$ cat config.mk
export PLATFORM = sky130hd
export DESIGN_NAME = imm_gen_pipe
export DESIGN_NICKNAME = d
export VERILOG_FILES = /design/src/rtl/imm_gen_pipe.sv
export SDC_FILE = /design/constraint.sdc
export NUM_CORES = 1
export LEC_CHECK = 0
export BUFFER_PORTS_ARGS = -buffer_cell sky130_fd_sc_hd__buf_4
export CAP_MARGIN = 40
export CORE_MARGIN = 1
export CORE_UTILIZATION = 52
export CTS_BUF_LIST = sky130_fd_sc_hd__clkbuf_16
export DETAILED_ROUTE_END_ITERATION = 7
export HOLD_SLACK_MARGIN = 0.03
export PLACE_DENSITY = 0.85
export SLEW_MARGIN = 25
export SYNTH_ARGS = -nofsm -noshare
export SYNTH_HDL_FRONTEND = slang
export SYNTH_SLANG_ARGS = --single-unit
$ cat constraint.sdc
create_clock -name clk -period 1.8 [get_ports clk]
set_clock_uncertainty 0.1 [all_clocks]
set_input_delay 0 -clock clk [delete_from_list [all_inputs] [get_ports clk]]
set_output_delay 0 -clock clk [all_outputs]
set_load 0.02 [all_outputs]
$ cat src/rtl/imm_gen_pipe.sv
`default_nettype none
// ============================================================================
//  Module   : imm_gen_pipe
//  Purpose  : RISC-V immediate generator (I/S/B/J/U/CSR-zimm) with a single
//             valid/ready output register between decode and execute.
//  Revision : 1.0  initial release
// ============================================================================
module imm_gen_pipe #(
    parameter int XLEN = 32
) (
    input  logic            clk,
    input  logic            reset,
    input  logic [31:7]     Instr,
    input  logic [2:0]      ImmSrc,
    input  logic            in_valid,
    output logic            in_ready,
    output logic [XLEN-1:0] ImmExt,
    output logic            ImmIllegal,
    output logic            out_valid,
    input  logic            out_ready
);

    // Only RV32 and RV64 result widths are meaningful.
    if (XLEN != 32 && XLEN != 64) begin : g_xlen_illegal
        $error("imm_gen_pipe: XLEN must be 32 or 64");
    end

    localparam logic [2:0] c_FMT_I = 3'b000;
    localparam logic [2:0] c_FMT_S = 3'b001;
    localparam logic [2:0] c_FMT_B = 3'b010;
    localparam logic [2:0] c_FMT_J = 3'b011;
    localparam logic [2:0] c_FMT_U = 3'b100;
    localparam logic [2:0] c_FMT_Z = 3'b101;

    localparam logic [0:0] c_ST_EMPTY = 1'b0;
    localparam logic [0:0] c_ST_FULL  = 1'b1;

    logic [0:0]      r_state;
    logic [0:0]      w_state_nxt;
    logic [XLEN-1:0] r_imm;
    logic            r_illegal;
    logic [XLEN-1:0] w_sext;
    logic [XLEN-1:0] w_imm;
    logic            w_illegal;
    logic            w_in_xfer;

    // Sign of every signed format is instruction bit 31.
    assign w_sext    = {XLEN{Instr[31]}};
    assign w_in_xfer = in_valid && in_ready;

    // Immediate decode: start from the all-sign pattern and overwrite the
    // low bits, so the same code works for both XLEN values (RV64 U-format
    // is sign-extended above bit 31 for free).
    always_comb begin
        w_imm     = w_sext;
        w_illegal = 1'b0;
        case (ImmSrc)
            c_FMT_I: w_imm[11:0] = Instr[31:20];
            c_FMT_S: w_imm[11:0] = {Instr[31:25], Instr[11:7]};
            c_FMT_B: w_imm[11:0] = {Instr[7], Instr[30:25], Instr[11:8], 1'b0};
            c_FMT_J: w_imm[19:0] = {Instr[19:12], Instr[20], Instr[30:21], 1'b0};
            c_FMT_U: w_imm[31:0] = {Instr[31:12], 12'b0};
            c_FMT_Z: begin
                // CSR zimm is an unsigned 5-bit field.
                w_imm      = '0;
                w_imm[4:0] = Instr[19:15];
            end
            default: begin
                w_imm     = '0;
                w_illegal = 1'b1;
            end
        endcase
    end

    // State register: EMPTY/FULL occupancy of the output stage.
    always_ff @(posedge clk) begin
        if (reset) begin
            r_state <= c_ST_EMPTY;
        end else begin
            r_state <= w_state_nxt;
        end
    end

    // Next-state: fill on accept, drain when consumed with nothing new arriving.
    always_comb begin
        w_state_nxt = r_state;
        case (r_state)
            c_ST_EMPTY: begin
                if (w_in_xfer) begin
                    w_state_nxt = c_ST_FULL;
                end
            end
            c_ST_FULL: begin
                if (out_ready && !w_in_xfer) begin
                    w_state_nxt = c_ST_EMPTY;
                end
            end
            default: w_state_nxt = c_ST_EMPTY;
        endcase
    end

    // Output handshake signals; in_ready is the only combinational in->out path.
    always_comb begin
        out_valid = (r_state == c_ST_FULL);
        in_ready  = (r_state == c_ST_EMPTY) || out_ready;
    end

    // Result register: loads only on an input transfer, otherwise holds the
    // last value (including after the stage drains).
    always_ff @(posedge clk) begin
        if (reset) begin
            r_imm     <= '0;
            r_illegal <= 1'b0;
        end else if (w_in_xfer) begin
            r_imm     <= w_imm;
            r_illegal <= w_illegal;
        end
    end

    assign ImmExt     = r_imm;
    assign ImmIllegal = r_illegal;

endmodule
`default_nettype wire

-- Word-level counts from Yosys, hierarchy flattened
Index checks and enable logic that the tools add are counted.
- bits in registers: 34
- output and inout bits: 35
- word-level logic and storage cells: 25
- input port bits: 32
- multiplexer cells: 7
- eq/ne operators: 5
- reduce and logical (&&, ||, !) cells: 9
- bitwise gates (word level): 1
- operators with widths (cell ; count):
    12-bit one-hot mux with 5 select lines ; 1
    12-bit one-hot mux with 2 select lines ; 1
    8-bit one-hot mux with 2 select lines ; 1
    3-bit by 2-bit equality test with 1-bit output, second input constant ; 2
    3-bit equality test, second input constant ; 2
    6-bit OR reduction ; 1
    4-bit OR reduction ; 1
    3-bit by 1-bit equality test with 1-bit output, second input constant ; 1
    3-bit logical NOT ; 1
    1-bit 2-to-1 mux ; 3
    3-bit OR reduction ; 1
    1-bit logical AND ; 2
    1-bit one-hot mux with 2 select lines ; 1
    2-bit OR reduction ; 1
    1-bit logical NOT ; 1
    1-bit logical OR ; 1
    1-bit NOT ; 1

-- Depth between registers and ports, before layout
Gate-level depths: netlist (run 1).
- depth after elaboration: 7
- depth in mapped cells: 7
- mapped depth without buffers: 4

-- Worst setup path after synthesis (run 1)
Ideal clock, no wire load.
- kind: flip-flop to flip-flop
- start point: register r_state (netlist: out_valid)
- end point: register r_imm[3] (netlist: ImmExt[3])
- cell stages (with the launch flop): 6
- path buffers: 1
- setup slack: 0.240 ns
- data arrival time: 1.373 ns
- setup time: 0.086 ns
- required time: 1.614 ns
- clock period less this slack: 1.560 ns
- cells stage by stage: dfxtp_1 > nand2b_1 > nand2_1 > buf_2 > nand2_1 > a211oi_1
- longest elaborated chain between the ends: 3
- ends and longest elaborated chain (element ; RTL line ; source):
    start, declared ; 38 ; logic [0:0] r_state;
    start signal, assigned ; 78 ; r_state <= c_ST_EMPTY;
    start signal, assigned ; 80 ; r_state <= w_state_nxt;
    1-bit NOT ; n/a ;
    1-bit logical OR ; 105 ; in_ready = (r_state == c_ST_EMPTY) || out_ready;
    via in_ready ; 16 ; output logic in_ready,
    1-bit logical AND ; 49 ; assign w_in_xfer = in_valid && in_ready;
    end signal, assigned ; 115 ; r_imm <= w_imm;
    end, declared ; 40 ; logic [XLEN-1:0] r_imm;
The timed path passes the listed nets, and every way through them passes these cells.
A chain may end at the register's enable or synchronous reset.

-- Worst setup path in the final report (run 1)
- start point: input ImmSrc[1]
- end point: register r_imm[4] (netlist: ImmExt[4])
- longest elaborated chain between the ends: 2
- elaborated cells on any way between the ends: 6
- those cells by class: 4 x eq/ne; 1 x mux; 1 x reduce/logical
- ends and longest elaborated chain (element ; RTL line ; source):
    start, declared ; 14 ; input logic [2:0] ImmSrc,
    3-bit equality test (tied with other cells) ; 57 ; case (ImmSrc)
    12-bit one-hot mux with 5 select lines (*) ; 57 ;
Mark *: on every way between the ends. The rest lies on a longest branch, timed or not.

==> impl_metrics.env, run 1 <==
export IMPL_outcome="finished clean"
export IMPL_intPower_mw=1.51
export IMPL_grt_max_degree=36
export IMPL_port_buffers=66
export IMPL_setup_tns_ns=0
export IMPL_synth_fp_nets=229
export IMPL_startpoint_type="input pin"
export IMPL_wl_per_cell_um=15.5
export IMPL_sw_frac_of_total=0.274
export IMPL_drc=0
export IMPL_cts_max_level=2
export IMPL_initial_core_util=0.557
export IMPL_hold_viol=0
export IMPL_crit_required_ns=1.85
export IMPL_antenna_found_initial=0
export IMPL_seqPwrFrac=0.392
export IMPL_cts_tree="done"
export IMPL_clock_power_share=0.389
export IMPL_ys_seq_elements=34
export IMPL_critPathMaxFanout=18
export IMPL_finalInstanceArea_um2=2520
export IMPL_n_antenna_cell=0
export IMPL_synthCells=197
export IMPL_pin_count=67
export IMPL_wl_um=4970
export IMPL_place_area_um2=2220
export IMPL_vias=1792
export IMPL_cts_resized=0
export IMPL_critPathCaptureType="flop"
export IMPL_rsz0062_at_grt="no"
export IMPL_vdd_ir_drop_max_mv=0.628
export IMPL_tightestPinTransition_ns=0.503
export IMPL_clock_path_buffers=2
export IMPL_grt_pass1_wl_um=7830
export IMPL_drive_gt1_frac=0.373
export IMPL_p_sw_uw=571
export IMPL_gp_congestion=0.782
export IMPL_dieArea_um2=3530
export IMPL_power_leakage_nw=1.05
export IMPL_powerDensity_nw_per_um2=827
export IMPL_post_route_period_util=0.922
export IMPL_fin_nets=307
export IMPL_area_delta_synth_final_pct=47.0
export IMPL_synth_cell_types=31
export IMPL_clk_pin_slew_ns=0.05
export IMPL_avgSynthCellArea_um2=8.69
export IMPL_synth_warnings=0
export IMPL_dp_hpwl_um=3190
export IMPL_max_freq_mhz=603
export IMPL_drt_pass1_iter_count=4
export IMPL_slew_violations=0
export IMPL_cp_arrival_ns=1.70
export IMPL_maxSlewHeadroom=0.664
export IMPL_clock_root_buffer="clkbuf_16"
export IMPL_grt_pass1_vias=1676
export IMPL_fillers=208
export IMPL_antenna_left=0
export IMPL_cts_buffers=5
export IMPL_rows=20
export IMPL_die_h_um=59.4
export IMPL_drv_cap=0
export IMPL_setup_viol=0
export IMPL_power_frac_comb=0.219
export IMPL_cts_sinks=34
export IMPL_via_per_inst=5.60
export IMPL_grt_total_usage=0.301
export IMPL_core_um2=3080
export IMPL_drt_iter0_drc=88
export IMPL_finalCriticalPeriod_ns=1.66
export IMPL_hp_class="in2reg"
export IMPL_die_width_um=59.4
export IMPL_clk_latency_ns=0.27
export IMPL_overflow=0
export IMPL_synth_seq_area_share=0.397
export IMPL_syn_area_um2=1710
export IMPL_path_class="in2reg"
[stage by stage]
step | setup slack [ns] | power, mW | util | instances | hold WS (ns)
6_report | 0.141 | 2.08 | 0.818 | 320 | 0.0390
5_1_grt | 0.0260 | 2.16 | 0.818 | 320 | 0.0638
4_1_cts | 0.152 | 2.08 | 0.818 | 320 | 0.0355
3_5_place_dp | 0.319 | 1.25 | 0.720 | 296 | 0.178
3_3_place_gp | 0.378 | 1.24 | 0.720 | 296 | 0.173
2_1_floorplan | 0.240 | 1.09 | - | 197 | 0.0295
[area by class of cell]
cell class,count,area [um2],area share
multi-input cells,141,915,0.363
repair buffers,90,716,0.284
flip-flops and latches,34,681,0.270
clock buffers,5,125,0.0497
well taps,44,55.1,0.0219
clock inverters,3,16.3,0.00646
inverters,3,11.3,0.00447
[cells by family (layout without fill, tap and decap cells)]
family / after synthesis / count (layout) / share of synthesized area
mux: 6 / 6 / 0.0409
compound gates: 66 / 66 / 0.248
buf+inv: 22 / 101 / 0.0687
flops: 34 / 34 / 0.397
xor+xnor: 1 / 1 / 0.0161
simple gates: 68 / 68 / 0.229
[layout by cell type (no fill, tap or decap), drive strengths merged, types with 2 or more instances in the layout]
cell         Yosys  final
nand2           17     17
o21ai           10     10
mux2             5      5
nor2b            3      3
a211oi           5      5
dlygate4sd3      0     16
nand3b          11     11
buf             11     74
a21oi           38     38
nand3            7      7
nor3            12     12
and2             2      2
dfxtp           34     34
clkinv           0      2
nor2            13     13
o22a             8      8
clkbuf           8      5
a222oi           4      4
inv              3      3
[critical path: stages]
cell and delay [ns]:
dlygate4sd3_1 0.53, buf_4 0.24, xor2_4 0.23, mux2_4 0.32
a222oi_1 0.29, a211oi_1 0.09
[worst paths after layout]
kind                            startpoint         to  slack (ns)  depth (start not counted)
worst max-delay path             ImmSrc[1]  ImmExt[4]        0.14                          6
worst min-delay path             Instr[18]  ImmExt[3]        0.04                          3
worst max register to register   out_valid  ImmExt[4]        0.27                          4
worst min register to register   ImmExt[9]  ImmExt[9]        0.36                          2
[power groups by stage]
stage               Clock (mW)  Sequential (mW)  Combinational [mW]
global route             0.845            0.821               0.493
CTS                      0.816            0.816               0.450
finish                   0.809            0.817               0.456
global placement             0            0.830               0.413
floorplan                    0            0.878               0.208
detailed placement           0            0.832               0.419
[cells in the mapped netlist]
library cell | instances | area share
clkbuf_1 | 8 | 0.018
nand2_1 | 17 | 0.037
inv_2 | 2 | 0.0044
buf_1 | 1 | 0.0022
and2b_1 | 1 | 0.0044
a21oi_1 | 30 | 0.088
nand3b_1 | 11 | 0.048
buf_6 | 2 | 0.013
mux2_4 | 1 | 0.0088
a21oi_2 | 8 | 0.041
buf_4 | 4 | 0.018
nor2b_1 | 3 | 0.011
buf_2 | 4 | 0.012
mux2i_1 | 1 | 0.0058
o21ai_0 | 2 | 0.0058
nor3_2 | 10 | 0.058
nand3_1 | 7 | 0.020
o21ai_1 | 8 | 0.023
xor2_4 | 1 | 0.016
o22a_1 | 8 | 0.041
a211oi_1 | 5 | 0.022
a22oi_1 | 1 | 0.0044
nor3_1 | 2 | 0.0058
and2_1 | 2 | 0.0073
mux2_1 | 4 | 0.026
or3_1 | 1 | 0.0037
inv_1 | 1 | 0.0022
nand2b_1 | 1 | 0.0037
a222oi_1 | 4 | 0.023
dfxtp_1 | 34 | 0.40
nor2_1 | 13 | 0.028
[metal layers]
layer / track usage / wire (um) / vias to the layer above
li1: - / - / 857
met1: 0.366 / 2010 / 840
met2: 0.515 / 2510 / 85
met3: 0.0590 / 333 / 10
met4: 0.122 / 110 / 0
met5: 0 / 0 / -
[state kept, by name, indices dropped and copies added, names as in the netlist]
name,cells
ImmExt,32
ImmIllegal,1
out_valid,1
[timing repair]
action,4_1_cts,5_1_grt
hold buffers,16,0
buffers inserted,0,0
hold endpoints to repair,20,0
Power figures use the tool's default switching activity.
==> run 2, diff against run 1 <==
--- a/config.mk
+++ b/config.mk
@@ -7,12 +7,15 @@
 export LEC_CHECK = 0
 export BUFFER_PORTS_ARGS = -buffer_cell sky130_fd_sc_hd__buf_4
 export CAP_MARGIN = 40
+export CELL_PAD_IN_SITES_DETAIL_PLACEMENT = 1
+export CELL_PAD_IN_SITES_GLOBAL_PLACEMENT = 1
 export CORE_MARGIN = 1
-export CORE_UTILIZATION = 52
+export CORE_UTILIZATION = 37
 export CTS_BUF_LIST = sky130_fd_sc_hd__clkbuf_16
 export DETAILED_ROUTE_END_ITERATION = 7
 export HOLD_SLACK_MARGIN = 0.03
-export PLACE_DENSITY = 0.85
+export PLACE_DENSITY_LB_ADDON = 0.05
+export RECOVER_POWER = 100
 export SLEW_MARGIN = 25
 export SYNTH_ARGS = -nofsm -noshare
 export SYNTH_HDL_FRONTEND = slang
==> run 2 against run 1 <==
Against the previous run:
- register-to-register slack about the same
- sequential power about the same
- via count decreased by 3.3%
- sequential share of layout area is 1.4 points higher
- utilization is 28 points lower
- highest routed layer unchanged
==> impl_metrics.env, run 2 (same netlist as run 1, synthesis figures left out) <==
export IMPL_drive_gt1_frac=0.237
export IMPL_rsz0062_at_grt="no"
export IMPL_slew_violations=0
export IMPL_path_class="reg2reg"
export IMPL_reg2reg_from="out_valid"
export IMPL_startpoint_type="flop"
export IMPL_vdd_ir_drop_max_mv=0.336
export IMPL_gp_congestion=0.723
export IMPL_layout_commonest_cell="buf_4"
export IMPL_dieArea_um2=4910
export IMPL_r2r_slack_ns=0.27
export IMPL_cts_resized=0
export IMPL_drc=0
export IMPL_crit_required_ns=1.90
export IMPL_hold_viol=0
export IMPL_antenna_found_initial=0
export IMPL_grt_pass1_wl_um=8530
export IMPL_n_antenna_cell=0
export IMPL_critPathCaptureType="flop"
export IMPL_die_h_um=70.0
export IMPL_fin_util=0.542
export IMPL_hp_class="in2reg"
export IMPL_dp_hpwl_um=3600
export IMPL_tightestPinTransition_ns=0.557
export IMPL_core_um2=4410
export IMPL_drv_cap=0
export IMPL_initial_core_util=0.388
export IMPL_power_leakage_nw=0.915
export IMPL_cts_setup_buffers=0
export IMPL_cp_arrival_ns=1.63
export IMPL_grt_pass1_vias=1676
export IMPL_clock_path_buffers=2
export IMPL_max_freq_mhz=654
export IMPL_overflow=0
export IMPL_setup_viol=0
export IMPL_timing_rr_end="ImmExt[16]"
export IMPL_drt_pass1_iter_count=4
export IMPL_vias=1732
export IMPL_total_power_mw=2.18
export IMPL_antenna_left=0
export IMPL_hold_buffers=15
export IMPL_outcome="finished clean"
export IMPL_pre_cts_slack_ns=0.289
export IMPL_rows=24
export IMPL_endpoint="ImmExt[16]"
export IMPL_setup_tns_ns=0
export IMPL_clock_root_buffer="clkbuf_16"
export IMPL_clk_pin_slew_ns=0.05
export IMPL_wl_per_cell_um=16.0
export IMPL_post_route_period_util=0.850
export IMPL_via_per_inst=5.31
export IMPL_finalCriticalPeriod_ns=1.53
export IMPL_powerDensity_nw_per_um2=910
export IMPL_cts_buffers=5
export IMPL_grt_max_degree=22
export IMPL_startpoint="out_valid"
export IMPL_pin_count=67
export IMPL_port_buffers=66
export IMPL_cts_max_level=2
export IMPL_largest_reg_flops=32
export IMPL_layout_setup_ws_ns=0.270
export IMPL_cts_sinks=34
export IMPL_die_width_um=70.0
export IMPL_wl_um=5220
export IMPL_drt_iter0_drc=75
export IMPL_critPathMaxFanout=9
export IMPL_fin_nets=305
export IMPL_clk_latency_ns=0.27
export IMPL_maxSlewHeadroom=0.628
export IMPL_r2r_cells=4
export IMPL_final_cell_mix="buf_4, clkbuf_1, dfxtp_1, a21oi_1, nand2_1"
export IMPL_cts_tree="done"
export IMPL_area_delta_synth_final_pct=39.7
export IMPL_grt_total_usage=0.219
-- run 2: cell count changes in the layout (fill, tap and decap cells not counted), moves of 2 or more --
| cell | before | now |
|---|---|---|
| buf_4 | 74 | 37 |
| clkbuf_1 | 0 | 35 |
| inv_1 | 1 | 3 |
| o21ai_0 | 2 | 10 |
| o21ai_1 | 8 | 0 |
-- run 2: worst max-delay path, stage by stage (launching register included) --
cell and delay (ns):
dfxtp_1 0.31, nand2b_1 0.15, and2_1 0.35, nand3b_1 0.30, o21ai_0 0.23
-- run 2: cell type report --
cell class / instances / area (um2)
clock buffer: 5 / 125
clock inverter: 3 / 37.5
fill: 531 / 2020
inverter: 3 / 11.3
multi-input combinational: 141 / 910
sequential: 34 / 681
tap: 52 / 65.1
timing repair buffer: 88 / 564
-- run 2: how the worst min path moves through the flow --
| stage | slack (ns) | cells past startpoint | to | startpoint |
|---|---|---|---|---|
| finish | 0.04 | 3 | ImmIllegal | ImmSrc[1] |
| global route | 0.08 | 3 | ImmIllegal | ImmSrc[1] |
| CTS | 0.05 | 3 | ImmExt[1] | Instr[16] |
| detailed placement | 0.18 | 3 | out_valid | in_valid |
| global placement | 0.17 | 3 | out_valid | in_valid |
| floorplan | 0.03 | 2 | out_valid | in_valid |
-- run 2: stage by stage --
stage	hold slack, ns	instance area, um2	cells
6_report	0.0414	2390	326
5_1_grt	0.0780	2390	326
4_1_cts	0.0539	2530	326
3_5_place_dp	0.176	2220	303
3_3_place_gp	0.174	2220	303
2_1_floorplan	0.0295	1710	197
-- run 2: routing by layer --
| metal | vias to the layer above | global-route usage | share of wire | routed length [um] |
|---|---|---|---|---|
| met3 | 4 | 0.0476 | 0.048 | 250 |
| met4 | 0 | 0.0400 | 0.0048 | 25 |
| li1 | 858 | - | - | - |
| met5 | - | 0 | 0 | 0 |
| met2 | 49 | 0.355 | 0.48 | 2500 |
| met1 | 821 | 0.301 | 0.47 | 2450 |
-- run 2: where the power goes --
part	switching [mW]	total [mW]	internal, mW	leakage, nW
Clock	0.307	0.950	0.642	0.0864
Combinational	0.239	0.414	0.175	0.550
Sequential	0.0219	0.816	0.794	0.278
==> run 3, diff against run 2 <==
--- a/config.mk
+++ b/config.mk
@@ -9,11 +9,12 @@
 export CAP_MARGIN = 40
 export CELL_PAD_IN_SITES_DETAIL_PLACEMENT = 1
 export CELL_PAD_IN_SITES_GLOBAL_PLACEMENT = 1
+export CORE_ASPECT_RATIO = 1.5
 export CORE_MARGIN = 1
 export CORE_UTILIZATION = 37
 export CTS_BUF_LIST = sky130_fd_sc_hd__clkbuf_16
 export DETAILED_ROUTE_END_ITERATION = 7
-export HOLD_SLACK_MARGIN = 0.03
+export HOLD_SLACK_MARGIN = 0.05
 export PLACE_DENSITY_LB_ADDON = 0.05
 export RECOVER_POWER = 100
 export SLEW_MARGIN = 25
==> constraint.sdc (replaced) <==
create_clock -name clk -period 1.8 [get_ports clk]
set_clock_uncertainty 0.1 [all_clocks]
set_input_delay 0.09 -clock clk [delete_from_list [all_inputs] [get_ports clk]]
set_output_delay 0.09 -clock clk [all_outputs]
set_load 0.02 [all_outputs]
==> run 3 against run 2 <==
Against the previous run:
- the run now ends with DRC left
- clock power is 15% lower
- setup slack lost 0.085 ns
- die area grew 0.11%
- via count up 1.9%
- highest routed layer unchanged
==> impl_metrics.env, run 3 (same netlist as run 1, synthesis figures left out) <==
export IMPL_vias=1765
export IMPL_clock_path_buffers=2
export IMPL_initial_core_util=0.383
export IMPL_setup_viol=0
export IMPL_n_antenna_cell=0
export IMPL_grt_total_usage=0.227
export IMPL_core_um2=4470
export IMPL_hp_start="Instr[20]"
export IMPL_layout_commonest_cell="buf_4"
export IMPL_stdcell_count=324
export IMPL_whs_path_depth=3
export IMPL_drt_iter0_drc=62
export IMPL_cp_arrival_ns=1.71
export IMPL_via_per_inst=5.45
export IMPL_port_buffers=66
export IMPL_rsz0062_at_grt="no"
export IMPL_die_width_um=57.6
export IMPL_finalCriticalPeriod_ns=1.61
export IMPL_failed_checks="DRC"
export IMPL_reg2reg_from="out_valid"
export IMPL_die_h_um=85.3
export IMPL_clock_root_buffer="clkbuf_16"
export IMPL_drt_pass1_iter_count=6
export IMPL_critPathCaptureType="flop"
export IMPL_r2r_cells=4
export IMPL_r2r_slack_ns=0.29
export IMPL_wl_per_cell_um=16.4
export IMPL_multi_input_area_um2=883
export IMPL_grt_pass1_wl_um=8580
export IMPL_setup_tns_ns=0
export IMPL_path_class="in2reg"
export IMPL_powerDensity_nw_per_um2=867
export IMPL_clk_pin_slew_ns=0.05
export IMPL_power_leakage_nw=0.904
export IMPL_slew_violations=0
export IMPL_maxSlewHeadroom=0.621
export IMPL_rows=30
export IMPL_startpoint_type="input pin"
export IMPL_grt_pass1_vias=1779
export IMPL_antenna_left=0
export IMPL_pin_count=67
export IMPL_cts_buffers=5
export IMPL_gp_congestion=0.747
export IMPL_cts_resized=0
export IMPL_critPathMaxFanout=8
export IMPL_hold_end="ImmExt[20]"
export IMPL_drive_gt1_frac=0.214
export IMPL_antenna_found_initial=0
export IMPL_cts_max_level=2
export IMPL_crit_required_ns=1.89
export IMPL_wl_um=5310
export IMPL_dieArea_um2=4910
export IMPL_cts_tree="done"
export IMPL_grt_max_degree=21
export IMPL_layout_setup_ws_ns=0.185
export IMPL_largest_reg_flops=32
export IMPL_dp_hpwl_um=3760
export IMPL_vdd_ir_drop_max_mv=0.388
export IMPL_fin_util=0.524
export IMPL_post_route_period_util=0.897
export IMPL_drc=5
export IMPL_hp_class="in2reg"
export IMPL_fillers=565
export IMPL_fin_nets=307
export IMPL_clk_latency_ns=0.27
export IMPL_area_delta_synth_final_pct=36.7
export IMPL_hold_viol=0
export IMPL_tightestPinTransition_ns=0.568
export IMPL_max_freq_mhz=619
export IMPL_dp_cells=302
export IMPL_cts_sinks=34
export IMPL_final_cell_mix="buf_4, a21oi_1, clkbuf_1, dfxtp_1, nand2_1"
export IMPL_seqCellArea_um2=681
export IMPL_drv_cap=0
export IMPL_outcome="complete, but fails checks"
export IMPL_pre_cts_slack_ns=0.319
export IMPL_overflow=0
export IMPL_timing_rr_end="ImmExt[14]"
-- run 3: area by class of cell --
cell class	instances	area share
Clock inverter	3	0.00534
Timing Repair Buffer	90	0.243
Multi-Input combinational cell	141	0.377
Sequential cell	34	0.291
Tap cell	48	0.0256
Clock buffer	5	0.0534
Inverter	3	0.00481
-- run 3: power breakdown --
group          internal, mW  switching (mW)  leakage (nW)
Clock                 0.499           0.304        0.0724
Sequential            0.794          0.0214         0.278
Combinational         0.174           0.238         0.553
-- run 3: how the worst max path moves through the flow --
| stage | startpoint | end | slack, ns | depth (start not counted) |
|---|---|---|---|---|
| floorplan | out_valid | ImmExt[3] | 0.24 | 5 |
| global placement | ImmSrc[1] | ImmExt[4] | 0.36 | 5 |
| detailed placement | ImmSrc[1] | ImmExt[4] | 0.32 | 5 |
| CTS | Instr[31] | ImmExt[19] | 0.25 | 6 |
| global route | Instr[31] | ImmExt[17] | 0.08 | 6 |
| finish | Instr[31] | ImmExt[19] | 0.19 | 6 |
-- run 3: worst max-delay path, cell delays in order --
cell and delay (ns):
dlygate4sd3_1 0.53, buf_4 0.12, nor2b_1 0.47, a21oi_1 0.10, o22a_1 0.23, o21ai_0 0.16
-- run 3: through the flow --
stage | power [mW] | hold slack [ns] | instance area, um2
floorplan | 1.09 | 0.119 | 1710
global placement | 1.26 | 0.272 | 2240
detailed placement | 1.27 | 0.273 | 2240
CTS | 2.10 | 0.0544 | 2510
global route | 2.12 | 0.0706 | 2340
finish | 2.03 | 0.0583 | 2340
-- run 3: timing repair --
item	4_1_cts	5_1_grt
setup buffers	0	0
endpoints found under the hold margin	19	0
hold buffers	14	0
setup endpoints to repair	0	0
-- run 3: layer usage --
metal / vias to the layer above / routed length (um) / track usage
li1: 858 / - / -
met3: 5 / 225 / 0.0351
met2: 46 / 2820 / 0.409
met5: - / 0 / 0
met4: 0 / 60 / 0.0665
met1: 856 / 2210 / 0.270
